### src/rtl/fft_pkg.sv
// rtl/fft_pkg.sv - sequencer state enum, FFT size helper and bit-reverse function
package fft_pkg;

  // Widest transform supported; bit_rev works on this width and shifts down
  localparam int unsigned FFT_N_LOG2_MAX = 10;

  typedef enum logic [2:0] {
    ST_IDLE   = 3'd0,
    ST_READ   = 3'd1,
    ST_DRAIN  = 3'd2,
    ST_UNLOAD = 3'd3,
    ST_FINISH = 3'd4
  } fft_state_e;

  // Number of points N = 1 << n_log2
  function automatic int unsigned fft_n(input int unsigned n_log2);
    return 32'd1 << n_log2;
  endfunction

  // Reverse the low nbits of v (upper bits of the result are zero)
  function automatic logic [FFT_N_LOG2_MAX-1:0] bit_rev(
    input logic [FFT_N_LOG2_MAX-1:0] v,
    input int unsigned               nbits
  );
    logic [FFT_N_LOG2_MAX-1:0] full;
    full = '0;
    for (int i = 0; i < FFT_N_LOG2_MAX; i++) begin
      full[i] = v[FFT_N_LOG2_MAX-1-i];
    end
    return full >> (FFT_N_LOG2_MAX - nbits);
  endfunction

endpackage

### src/rtl/addr_delay_line.sv
// rtl/addr_delay_line.sv - fixed-depth shift register with async active-low clear
module addr_delay_line #(
  parameter int unsigned DEPTH = 3,
  parameter int unsigned WIDTH = 8
) (
  input  logic             clk,
  input  logic             rst_n,
  input  logic [WIDTH-1:0] d,
  output logic [WIDTH-1:0] q
);

  logic [WIDTH-1:0] sr_q [DEPTH];
  logic [WIDTH-1:0] sr_d [DEPTH];

  // Advance every entry one slot; slot 0 takes the new input
  always_comb begin
    sr_d[0] = d;
    for (int i = 1; i < DEPTH; i++) begin
      sr_d[i] = sr_q[i-1];
    end
  end

  // Register the line; reset wipes all in-flight entries
  always_ff @(posedge clk or negedge rst_n) begin
    if (!rst_n) begin
      for (int i = 0; i < DEPTH; i++) begin
        sr_q[i] <= '0;
      end
    end else begin
      for (int i = 0; i < DEPTH; i++) begin
        sr_q[i] <= sr_d[i];
      end
    end
  end

  assign q = sr_q[DEPTH-1];

endmodule

### src/rtl/fft_addr_sequencer.sv
// rtl/fft_addr_sequencer.sv - radix-2 DIF FFT read/write-back address sequencer (option: FFT_SEQ_UNLOAD_EN)
module fft_addr_sequencer
  import fft_pkg::*;
#(
  parameter  int unsigned N_LOG2         = 5,
  parameter  int unsigned ADDR_SIZE      = N_LOG2,
  parameter  int unsigned TWID_ADDR_SIZE = N_LOG2 - 1,
  parameter  int unsigned RD_LATENCY     = 3,
  localparam int unsigned STAGE_W        = $clog2(N_LOG2 + 1)
) (
  input  logic                      i_CLK,
  input  logic                      i_RST_N,
  input  logic                      i_start,
  output logic                      o_busy,
  output logic                      o_done,
  output logic                      o_rden,
  output logic [ADDR_SIZE-1:0]      o_rdaddr_A,
  output logic [ADDR_SIZE-1:0]      o_rdaddr_B,
  output logic [TWID_ADDR_SIZE-1:0] o_rdaddr_tw,
  output logic                      o_wren,
  output logic [ADDR_SIZE-1:0]      o_wraddr_A,
  output logic [ADDR_SIZE-1:0]      o_wraddr_B,
  output logic [STAGE_W-1:0]        o_stage
);

  localparam int unsigned N     = fft_n(N_LOG2);
  localparam int unsigned HALF  = N / 2;
  localparam int unsigned CNT_W = 4;
  localparam int unsigned DLY_W = 1 + 2 * ADDR_SIZE;

  fft_state_e                state_q, state_d;
  logic [N_LOG2-1:0]         b_q, b_d;
  logic [STAGE_W-1:0]        stage_q, stage_d;
  logic [CNT_W-1:0]          cnt_q, cnt_d;
  logic                      busy_q, busy_d;
  logic                      done_q, done_d;
  logic                      rden_q, rden_d;
  logic                      bfly_q, bfly_d;
  logic [ADDR_SIZE-1:0]      rd_a_q, rd_a_d;
  logic [ADDR_SIZE-1:0]      rd_b_q, rd_b_d;
  logic [TWID_ADDR_SIZE-1:0] rd_tw_q, rd_tw_d;
  logic [N_LOG2-1:0]         span, pos, grp, a_addr;
  logic [DLY_W-1:0]          dly_out;

  // State, counters and every output are flops so reset clears them at once
  always_ff @(posedge i_CLK or negedge i_RST_N) begin
    if (!i_RST_N) begin
      state_q <= ST_IDLE;
      b_q     <= '0;
      stage_q <= '0;
      cnt_q   <= '0;
      busy_q  <= 1'b0;
      done_q  <= 1'b0;
      rden_q  <= 1'b0;
      bfly_q  <= 1'b0;
      rd_a_q  <= '0;
      rd_b_q  <= '0;
      rd_tw_q <= '0;
    end else begin
      state_q <= state_d;
      b_q     <= b_d;
      stage_q <= stage_d;
      cnt_q   <= cnt_d;
      busy_q  <= busy_d;
      done_q  <= done_d;
      rden_q  <= rden_d;
      bfly_q  <= bfly_d;
      rd_a_q  <= rd_a_d;
      rd_b_q  <= rd_b_d;
      rd_tw_q <= rd_tw_d;
    end
  end

  // Walk butterflies within a stage, drain RD_LATENCY cycles, then advance stage
  always_comb begin
    state_d = state_q;
    b_d     = b_q;
    stage_d = stage_q;
    cnt_d   = cnt_q;
    case (state_q)
      ST_IDLE: begin
        if (i_start) begin
          state_d = ST_READ;
          b_d     = '0;
          stage_d = '0;
        end
      end
      ST_READ: begin
        if (b_q == N_LOG2'(HALF - 1)) begin
          state_d = ST_DRAIN;
          cnt_d   = '0;
        end else begin
          b_d = b_q + 1'b1;
        end
      end
      ST_DRAIN: begin
        if (cnt_q == CNT_W'(RD_LATENCY - 1)) begin
          if (stage_q == STAGE_W'(N_LOG2 - 1)) begin
`ifdef FFT_SEQ_UNLOAD_EN
            state_d = ST_UNLOAD;
            b_d     = '0;
`else
            state_d = ST_FINISH;
`endif
          end else begin
            state_d = ST_READ;
            stage_d = stage_q + 1'b1;
            b_d     = '0;
          end
        end else begin
          cnt_d = cnt_q + 1'b1;
        end
      end
`ifdef FFT_SEQ_UNLOAD_EN
      ST_UNLOAD: begin
        if (b_q == N_LOG2'(N - 1)) begin
          state_d = ST_FINISH;
        end else begin
          b_d = b_q + 1'b1;
        end
      end
`endif
      ST_FINISH: state_d = ST_IDLE;
      default:   state_d = ST_IDLE;
    endcase
  end

  // Next-cycle outputs: butterfly addresses from stage/b via shifts and masks
  always_comb begin
    busy_d  = (state_d != ST_IDLE);
    done_d  = (state_d == ST_FINISH);
    rden_d  = 1'b0;
    bfly_d  = 1'b0;
    rd_a_d  = rd_a_q;
    rd_b_d  = rd_b_q;
    rd_tw_d = rd_tw_q;
    span    = N_LOG2'(1) << (N_LOG2 - 1 - 32'(stage_d));
    pos     = b_d & (span - 1'b1);
    grp     = b_d >> (N_LOG2 - 1 - 32'(stage_d));
    a_addr  = (grp << (N_LOG2 - 32'(stage_d))) | pos;
    if (state_d == ST_READ) begin
      rden_d  = 1'b1;
      bfly_d  = 1'b1;
      rd_a_d  = ADDR_SIZE'(a_addr);
      rd_b_d  = ADDR_SIZE'(a_addr | span);
      rd_tw_d = TWID_ADDR_SIZE'(pos << 32'(stage_d));
    end
`ifdef FFT_SEQ_UNLOAD_EN
    if (state_d == ST_UNLOAD) begin
      rden_d  = 1'b1;
      rd_a_d  = ADDR_SIZE'(bit_rev(FFT_N_LOG2_MAX'(b_d), N_LOG2));
      rd_b_d  = '0;
      rd_tw_d = '0;
    end
`endif
  end

  addr_delay_line #(
    .DEPTH (RD_LATENCY),
    .WIDTH (DLY_W)
  ) u_wb_delay (
    .clk   (i_CLK),
    .rst_n (i_RST_N),
    .d     ({bfly_q, rd_a_q, rd_b_q}),
    .q     (dly_out)
  );

  assign o_busy      = busy_q;
  assign o_done      = done_q;
  assign o_rden      = rden_q;
  assign o_rdaddr_A  = rd_a_q;
  assign o_rdaddr_B  = rd_b_q;
  assign o_rdaddr_tw = rd_tw_q;
  assign o_stage     = stage_q;
  assign o_wren      = dly_out[DLY_W-1];
  assign o_wraddr_A  = dly_out[2*ADDR_SIZE-1:ADDR_SIZE];
  assign o_wraddr_B  = dly_out[ADDR_SIZE-1:0];

endmodule

### config.mk
export PLATFORM = sky130hd
export DESIGN_NAME = fft_addr_sequencer
export DESIGN_NICKNAME = d
export VERILOG_FILES = /design/src/rtl/fft_pkg.sv /design/src/rtl/addr_delay_line.sv /design/src/rtl/fft_addr_sequencer.sv
export SDC_FILE = /design/constraint.sdc
export NUM_CORES = 1
export LEC_CHECK = 0
export BUFFER_PORTS_ARGS = -buffer_cell sky130_fd_sc_hd__buf_2
export CAP_MARGIN = 20
export CORE_AREA = 10 10 97 99
export CTS_CLUSTER_SIZE = 14
export DETAILED_ROUTE_END_ITERATION = 16
export DIE_AREA = 0 0 107 109
export GPL_ROUTABILITY_DRIVEN = 0
export SETUP_SLACK_MARGIN = 0.5
export SLEW_MARGIN = 20
export SYNTH_ARGS = -nofsm -noshare
export SYNTH_HDL_FRONTEND = slang
export SYNTH_SLANG_ARGS = --single-unit
### constraint.sdc
create_clock -name i_CLK -period 5 [get_ports i_CLK]
set_input_delay 0.5 -clock i_CLK [delete_from_list [all_inputs] [get_ports i_CLK]]
set_output_delay 0.5 -clock i_CLK [all_outputs]
set_load 0.02 [all_outputs]
-- Word level (Yosys, flattened, before mapping)
Cells that the tools add are included.
- magnitude comparators: 0
- mux-type cells: 18
- shift-type cells: 4
- div/mod/pow operators: 0
- add/subtract/negate cells: 6
- eq/ne operators: 9
- multipliers: 0
- reductions and logical operators: 4
- bitwise gates (word level): 3
- operators with widths (cell ; count):
    left shift 1 x 32 -> 5 bit (first input constant) ; 1
    left shift 5 x 32 -> 5 bit ; 1
    right shift 5 x 32 -> 5 bit ; 1
    two-way mux 3 bit ; 7
    two-way mux 5 bit ; 4
    one-hot mux 5 bit (3 select lines) ; 1
    OR 5 bit ; 2
    one-hot mux 3 bit (3 select lines) ; 1
    two-way mux 4 bit ; 2
    one-hot mux 4 bit (2 select lines) ; 1
    subtractor 3 x 3 -> 4 bit (first input constant) ; 2
    == test 3 x 1 -> 1 bit (second input constant) ; 2
    == test 3 bit (second input constant) ; 2
    one-hot mux 3 bit (2 select lines) ; 1
    adder 5 x 1 -> 5 bit (second input constant) ; 1
    AND 5 bit ; 1
    == test 5 x 4 -> 1 bit (second input constant) ; 1
    left shift 5 x 3 -> 4 bit ; 1
    subtractor 5 x 1 -> 5 bit (second input constant) ; 1
    adder 4 x 1 -> 4 bit (second input constant) ; 1
    == test 4 x 2 -> 1 bit (second input constant) ; 1
    != test 2 bit (second input constant) ; 2
    adder 3 x 1 -> 3 bit (second input constant) ; 1
    == test 3 x 2 -> 1 bit (second input constant) ; 1
    5 further kinds ; 5
- memory bits (writable): 0
- memories: 0
- output and inout port bits: 31
- input port bits: 3
- register bits: 65
- bits in read-only memories: 0
- logic and storage cells: 57
- latch bits: 0

-- Depth between registers and ports, before layout
- word-level depth: 10
- depth in mapped cells: 19

-- Hierarchy
A second synthesis with hierarchy kept.
- cell total of the unflattened synthesis: 275
- area total of the unflattened synthesis: 2955.3 sq um
- by module, submodules not included (module ; area each (sq um) ; cells each ; instances ; sequential area each (sq um)):
    fft_addr_sequencer ; 2129.5 ; 242 ; 1 ; 800.8
    addr_delay_line ; 825.8 ; 33 ; 1 ; 825.8

-- Worst setup path after synthesis
No wires, ideal clock.
- path kind: register to register
- from: register cnt_q[0]
- to: register rd_a_q[4], in the netlist o_rdaddr_A[4]
- slack: 1214 ps
- arrival: 3659 ps
- required time: 4874 ps
- setup time: 126 ps
- cell stages (with the launch flop): 20
- cells stage by stage: dfrtp_1 -> inv_1 -> ha_1 -> or3b_1 -> buf_6 -> o211ai_2 -> nand3_2 -> clkinv_2 -> buf_6 -> ha_1 -> inv_1 -> o31a_1 -> buf_4 -> o21ai_0 -> ha_1 -> inv_1 -> o41ai_2 -> o21ai_2 -> o32ai_1 -> nor2_1
- cells in the longest elaborated chain, start to end: 8
- RTL lines (element ; RTL line ; source):
    from (decl) ; fft_addr_sequencer.sv:34 ; logic [CNT_W-1:0] cnt_q, cnt_d;
    from (signal assigned) ; fft_addr_sequencer.sv:63 ; cnt_q <= cnt_d;
    == test 4 x 2 -> 1 bit * ; fft_addr_sequencer.sv:97 ; if (cnt_q == CNT_W'(RD_LATENCY - 1)) begin
    two-way mux 3 bit ; fft_addr_sequencer.sv:97 ;
    one-hot mux 3 bit (2 select lines) ; fft_addr_sequencer.sv:80 ; case (state_q)
    subtractor 3 x 3 -> 4 bit ; fft_addr_sequencer.sv:137, fft_addr_sequencer.sv:139 ;
    left shift 1 x 32 -> 5 bit ; fft_addr_sequencer.sv:137 ; span = N_LOG2'(1) << (N_LOG2 - 1 - 32'(stage_d));
    subtractor 5 x 1 -> 5 bit ; fft_addr_sequencer.sv:138 ; pos = b_d & (span - 1'b1);
    AND 5 bit ; fft_addr_sequencer.sv:138 ;
    OR 5 bit ; fft_addr_sequencer.sv:140 ; a_addr = (grp << (N_LOG2 - 32'(stage_d))) | pos;
    to (signal assigned) ; fft_addr_sequencer.sv:68 ; rd_a_q <= rd_a_d;
    to (decl) ; fft_addr_sequencer.sv:39 ; logic [ADDR_SIZE-1:0] rd_a_q, rd_a_d;
Mark *: on every way between the ends. The rest lies on a longest branch, timed or not.
A chain may end at the register's enable or synchronous reset.

-- Worst setup path in the final report
- from: register cnt_q[0]
- to: register rd_b_q[4], in the netlist o_rdaddr_B[4]
- cells in the longest elaborated chain, start to end: 9
- RTL lines (element ; RTL line ; source):
    == test 4 x 2 -> 1 bit * ; fft_addr_sequencer.sv:97 ;
    two-way mux 3 bit ; fft_addr_sequencer.sv:97 ;
    one-hot mux 3 bit (2 select lines) ; fft_addr_sequencer.sv:80 ;
    subtractor 3 x 3 -> 4 bit ; fft_addr_sequencer.sv:137, fft_addr_sequencer.sv:139 ;
    left shift 1 x 32 -> 5 bit ; fft_addr_sequencer.sv:137 ;
    subtractor 5 x 1 -> 5 bit ; fft_addr_sequencer.sv:138 ;
    AND 5 bit ; fft_addr_sequencer.sv:138 ;
    OR 5 bit ; fft_addr_sequencer.sv:140 ;
    OR 5 bit ; fft_addr_sequencer.sv:145 ; rd_b_d = ADDR_SIZE'(a_addr | span);
    to (signal assigned) ; fft_addr_sequencer.sv:69 ; rd_b_q <= rd_b_d;
    to (decl) ; fft_addr_sequencer.sv:40 ; logic [ADDR_SIZE-1:0] rd_b_q, rd_b_d;
Marks and branches as above.

==> results.sh <==
export IMPL_start_util=0.441
export IMPL_grt_pass1_wl_mm=12.7
export IMPL_wl_mm=7.54
export IMPL_hold_path_class="primary input to async pin"
export IMPL_maxSlewViolCount=0
export IMPL_synth_warnings=0
export IMPL_synth_fp_nets=324
export IMPL_slowest_stage="o311a_2"
export IMPL_max_freq_mhz=246
export IMPL_num_rows=32
export IMPL_seqCellArea_um2=1630
export IMPL_hpwlAfterDp_mm=5.40
export IMPL_cpMostUsedCell="inv_1"
export IMPL_root_buffer="clkbuf_8"
export IMPL_use_met2=0.211
export IMPL_netlist_area_um2=3320
export IMPL_cts_hold_buf=0
export IMPL_yosysUniqueCellTypes=72
export IMPL_vias=2509
export IMPL_drc=0
export IMPL_synth_largest_area_cell="dfrtp_1"
export IMPL_grt_max_degree=66
export IMPL_final_core_utilization=0.495
export IMPL_netlist_instances=312
export IMPL_worstSetupEndpointType="flop"
export IMPL_synth_seq_cells=65
export IMPL_leakagePower_nw=1.64
export IMPL_drv_cap=0
export IMPL_start_kind="flop"
export IMPL_nets=347
export IMPL_die_y_um=109
export IMPL_grtUsageTotal=0.136
export IMPL_ant_nets=0
export IMPL_syn_avg_cell_area_um2=10.6
export IMPL_synth_most_common_cell="dfrtp_1"
export IMPL_layout_drive_gt1_share=0.244
export IMPL_cp_slowest_stage_delay_ns=0.51
export IMPL_critPathMaxFanout=14
export IMPL_detail_route_first_pass_iterations=4
export IMPL_power_density_nw_per_um2=793
export IMPL_diodes=0
export IMPL_grt_ovfl_total=0
export IMPL_pre_cts_slack_ns=0.633
export IMPL_vias_per_cell=5.68
export IMPL_initialDrtViolationCount=207
export IMPL_clk_pin_slew_ns=0.08
export IMPL_htreeDepth=3
export IMPL_slew_headroom=0.463
export IMPL_numCtsBuffers=9
export IMPL_setup_slack_ns=0.927
export IMPL_synth_top_area_frac=0.490
export IMPL_status="complete, no violations"
export IMPL_antenna_found_initial=0
export IMPL_portBuffers=33
export IMPL_multi_input_area_um2=1470
export IMPL_synth_edf_count=0
export IMPL_cts_tree="yes"
export IMPL_clock_skew_ns=0.00701
export IMPL_grt_busiest_layer="met2"
export IMPL_setup_tns_ns=0
export IMPL_synthArstFlopShare=1.00
export IMPL_yosys_top_cells_count="65 x dfrtp_1, 35 x nor2_1, 25 x nand2_1"
export IMPL_crit_chain="inv_1 > ha_1 > nor3b_4 > nand2_1 > o311a_2 > ha_4 > inv_1 > and4_1 > o21ai_0 > ha_1 > inv_1 > o41ai_2 > o21ai_2 > nor4_1 > nor3_1"
export IMPL_hold_viol=0
export IMPL_die_w_um=107
export IMPL_area_delta_synth_final_pct=12.2
export IMPL_synthFlopType="dfrtp_1"
export IMPL_core_um2=7530
export IMPL_grt_pass1_vias=2485
export IMPL_io_pins=34
export IMPL_setup_viol=0
export IMPL_crit_type="flop to flop"
export IMPL_min_period_ns=4.07
export IMPL_grtUsageMet3=0.0466
export IMPL_rsz0062_at_grt="false"
export IMPL_yosysSeqAreaShare=0.490
export IMPL_fin_crit_sh=0.815
export IMPL_wl_per_cell_um=17.1
export IMPL_numClockSinks=65
export IMPL_clock_tree_buffer_depth=2
export IMPL_crit_arrival_ns=4.30
export IMPL_die_area_um2=11700
export IMPL_required_ns=5.23
export IMPL_use_met1=0.169
export IMPL_fill_cells=739
export IMPL_worst_slew_pin_slew_ns=0.805
export IMPL_clk_latency_ns=0.35
export IMPL_rrSetupSlack_ns=0.93
export IMPL_peakVddDrop_mv=0.333
export IMPL_synth_area_top_cells="dfrtp_1 49%, nor2_1 4.0%, ha_1 3.4%"
routing by layer:
| layer | vias up | part of all wire | wire length (um) |
|---|---|---|---|
| li1 | 1168 | - | - |
| met1 | 1237 | 0.45 | 3370 |
| met2 | 89 | 0.46 | 3460 |
| met3 | 15 | 0.068 | 514 |
| met4 | 0 | 0.025 | 192 |
| met5 | - | 0 | 0 |
cells by family after synthesis:
group | after synthesis | share of synthesized area
XOR/XNOR | 3 | 0.00791
AND/OR/NAND/NOR | 125 | 0.212
buffers and inverters | 42 | 0.0712
adder cells (fa/ha/maj) | 9 | 0.0339
multiplexers | 1 | 0.00678
flip-flops | 65 | 0.490
AO/OA/AOI/OAI | 67 | 0.178
worst paths after layout:
path / from / end / cells after the start
max in group asynchronous: i_RST_N / u_wb_delay.sr_d[5]$_DFF_PN0_ / 2
hold reg to reg: u_wb_delay.sr_d[3]$_DFF_PN0_ / u_wb_delay.q[3]$_DFF_PN0_ / 0
setup / recovery: cnt_q[0]$_DFFE_PN0P_ / o_rdaddr_B[4]$_DFFE_PN0P_ / 15
setup reg to reg: cnt_q[0]$_DFFE_PN0P_ / o_rdaddr_B[4]$_DFFE_PN0P_ / 15
min in group i_CLK: u_wb_delay.sr_d[3]$_DFF_PN0_ / u_wb_delay.q[3]$_DFF_PN0_ / 0
hold / removal: i_RST_N / u_wb_delay.sr_d[3]$_DFF_PN0_ / 2
report_power, final:
group	switching (mW)	leakage, nW	total, mW	internal, mW
sequential	0.121	0.799	0.865	0.744
combinational	0.992	0.720	1.54	0.551
clock	0.215	0.117	0.548	0.334
registers in the layout, indices dropped and copies added (netlist names):
| signal | flops |
|---|---|
| state_q | 3 |
| bfly_q | 1 |
| u_wb_delay.q | 11 |
| o_done | 1 |
| cnt_q | 4 |
| b_q | 5 |
| u_wb_delay.sr_d | 22 |
| o_rdaddr_tw | 4 |
| o_rdaddr_B | 5 |
| o_stage | 3 |
| o_rdaddr_A | 5 |
| o_busy | 1 |
worst max-delay path: cells and delay by family (launching register included):
kind                       cells  cell delay [ns]
AOI/OAI and AO/OA              4             1.19
and+or+nand+nor                5             1.07
adders and majority gates      3             0.94
DFF                            1             0.40
buffers and inverters          3             0.33
metrics by stage:
step,instances,total power [mW],hold WS [ns],area [um2]
floorplan,312,2.07,0.204,3320
global placement,426,2.38,0.331,3470
detailed placement,426,2.39,0.335,3470
CTS,442,2.95,0.352,3710
global route,442,3.17,0.354,3730
finish,442,2.96,0.318,3730
layout make-up:
| class | instances | share of cell area |
|---|---|---|
| flip-flops and latches | 65 | 0.437 |
| clock inverters | 6 | 0.0309 |
| repair buffers | 35 | 0.0484 |
| inverters | 19 | 0.0208 |
| multi-input cells | 205 | 0.395 |
| clock buffers | 10 | 0.0343 |
| well taps | 102 | 0.0343 |
cell usage in the layout (no fill, tap or decap), types with 3 or more instances in the layout:
| cell type | instances |
|---|---|
| nand2_1 | 25 |
| o21ai_1 | 4 |
| inv_1 | 15 |
| o31ai_1 | 5 |
| a31oi_1 | 6 |
| bufinv_16 | 3 |
| nor3_2 | 3 |
| a211oi_1 | 4 |
| nand3_1 | 8 |
| nand4_1 | 4 |
| or3_1 | 3 |
| nor3_1 | 10 |
| dfrtp_1 | 65 |
| o2111ai_1 | 3 |
| nor4_1 | 6 |
| clkbuf_8 | 9 |
| and2_1 | 4 |
| nor2_1 | 35 |
| ha_1 | 8 |
| o21ai_0 | 7 |
| buf_2 | 33 |
| a21oi_1 | 10 |
timing repair:
item	in CTS	in global routing
setup endpoints to repair	0	4
buffers inserted	0	0
resized for setup	0	2
Note: power is estimated with default switching activity, not from simulation.
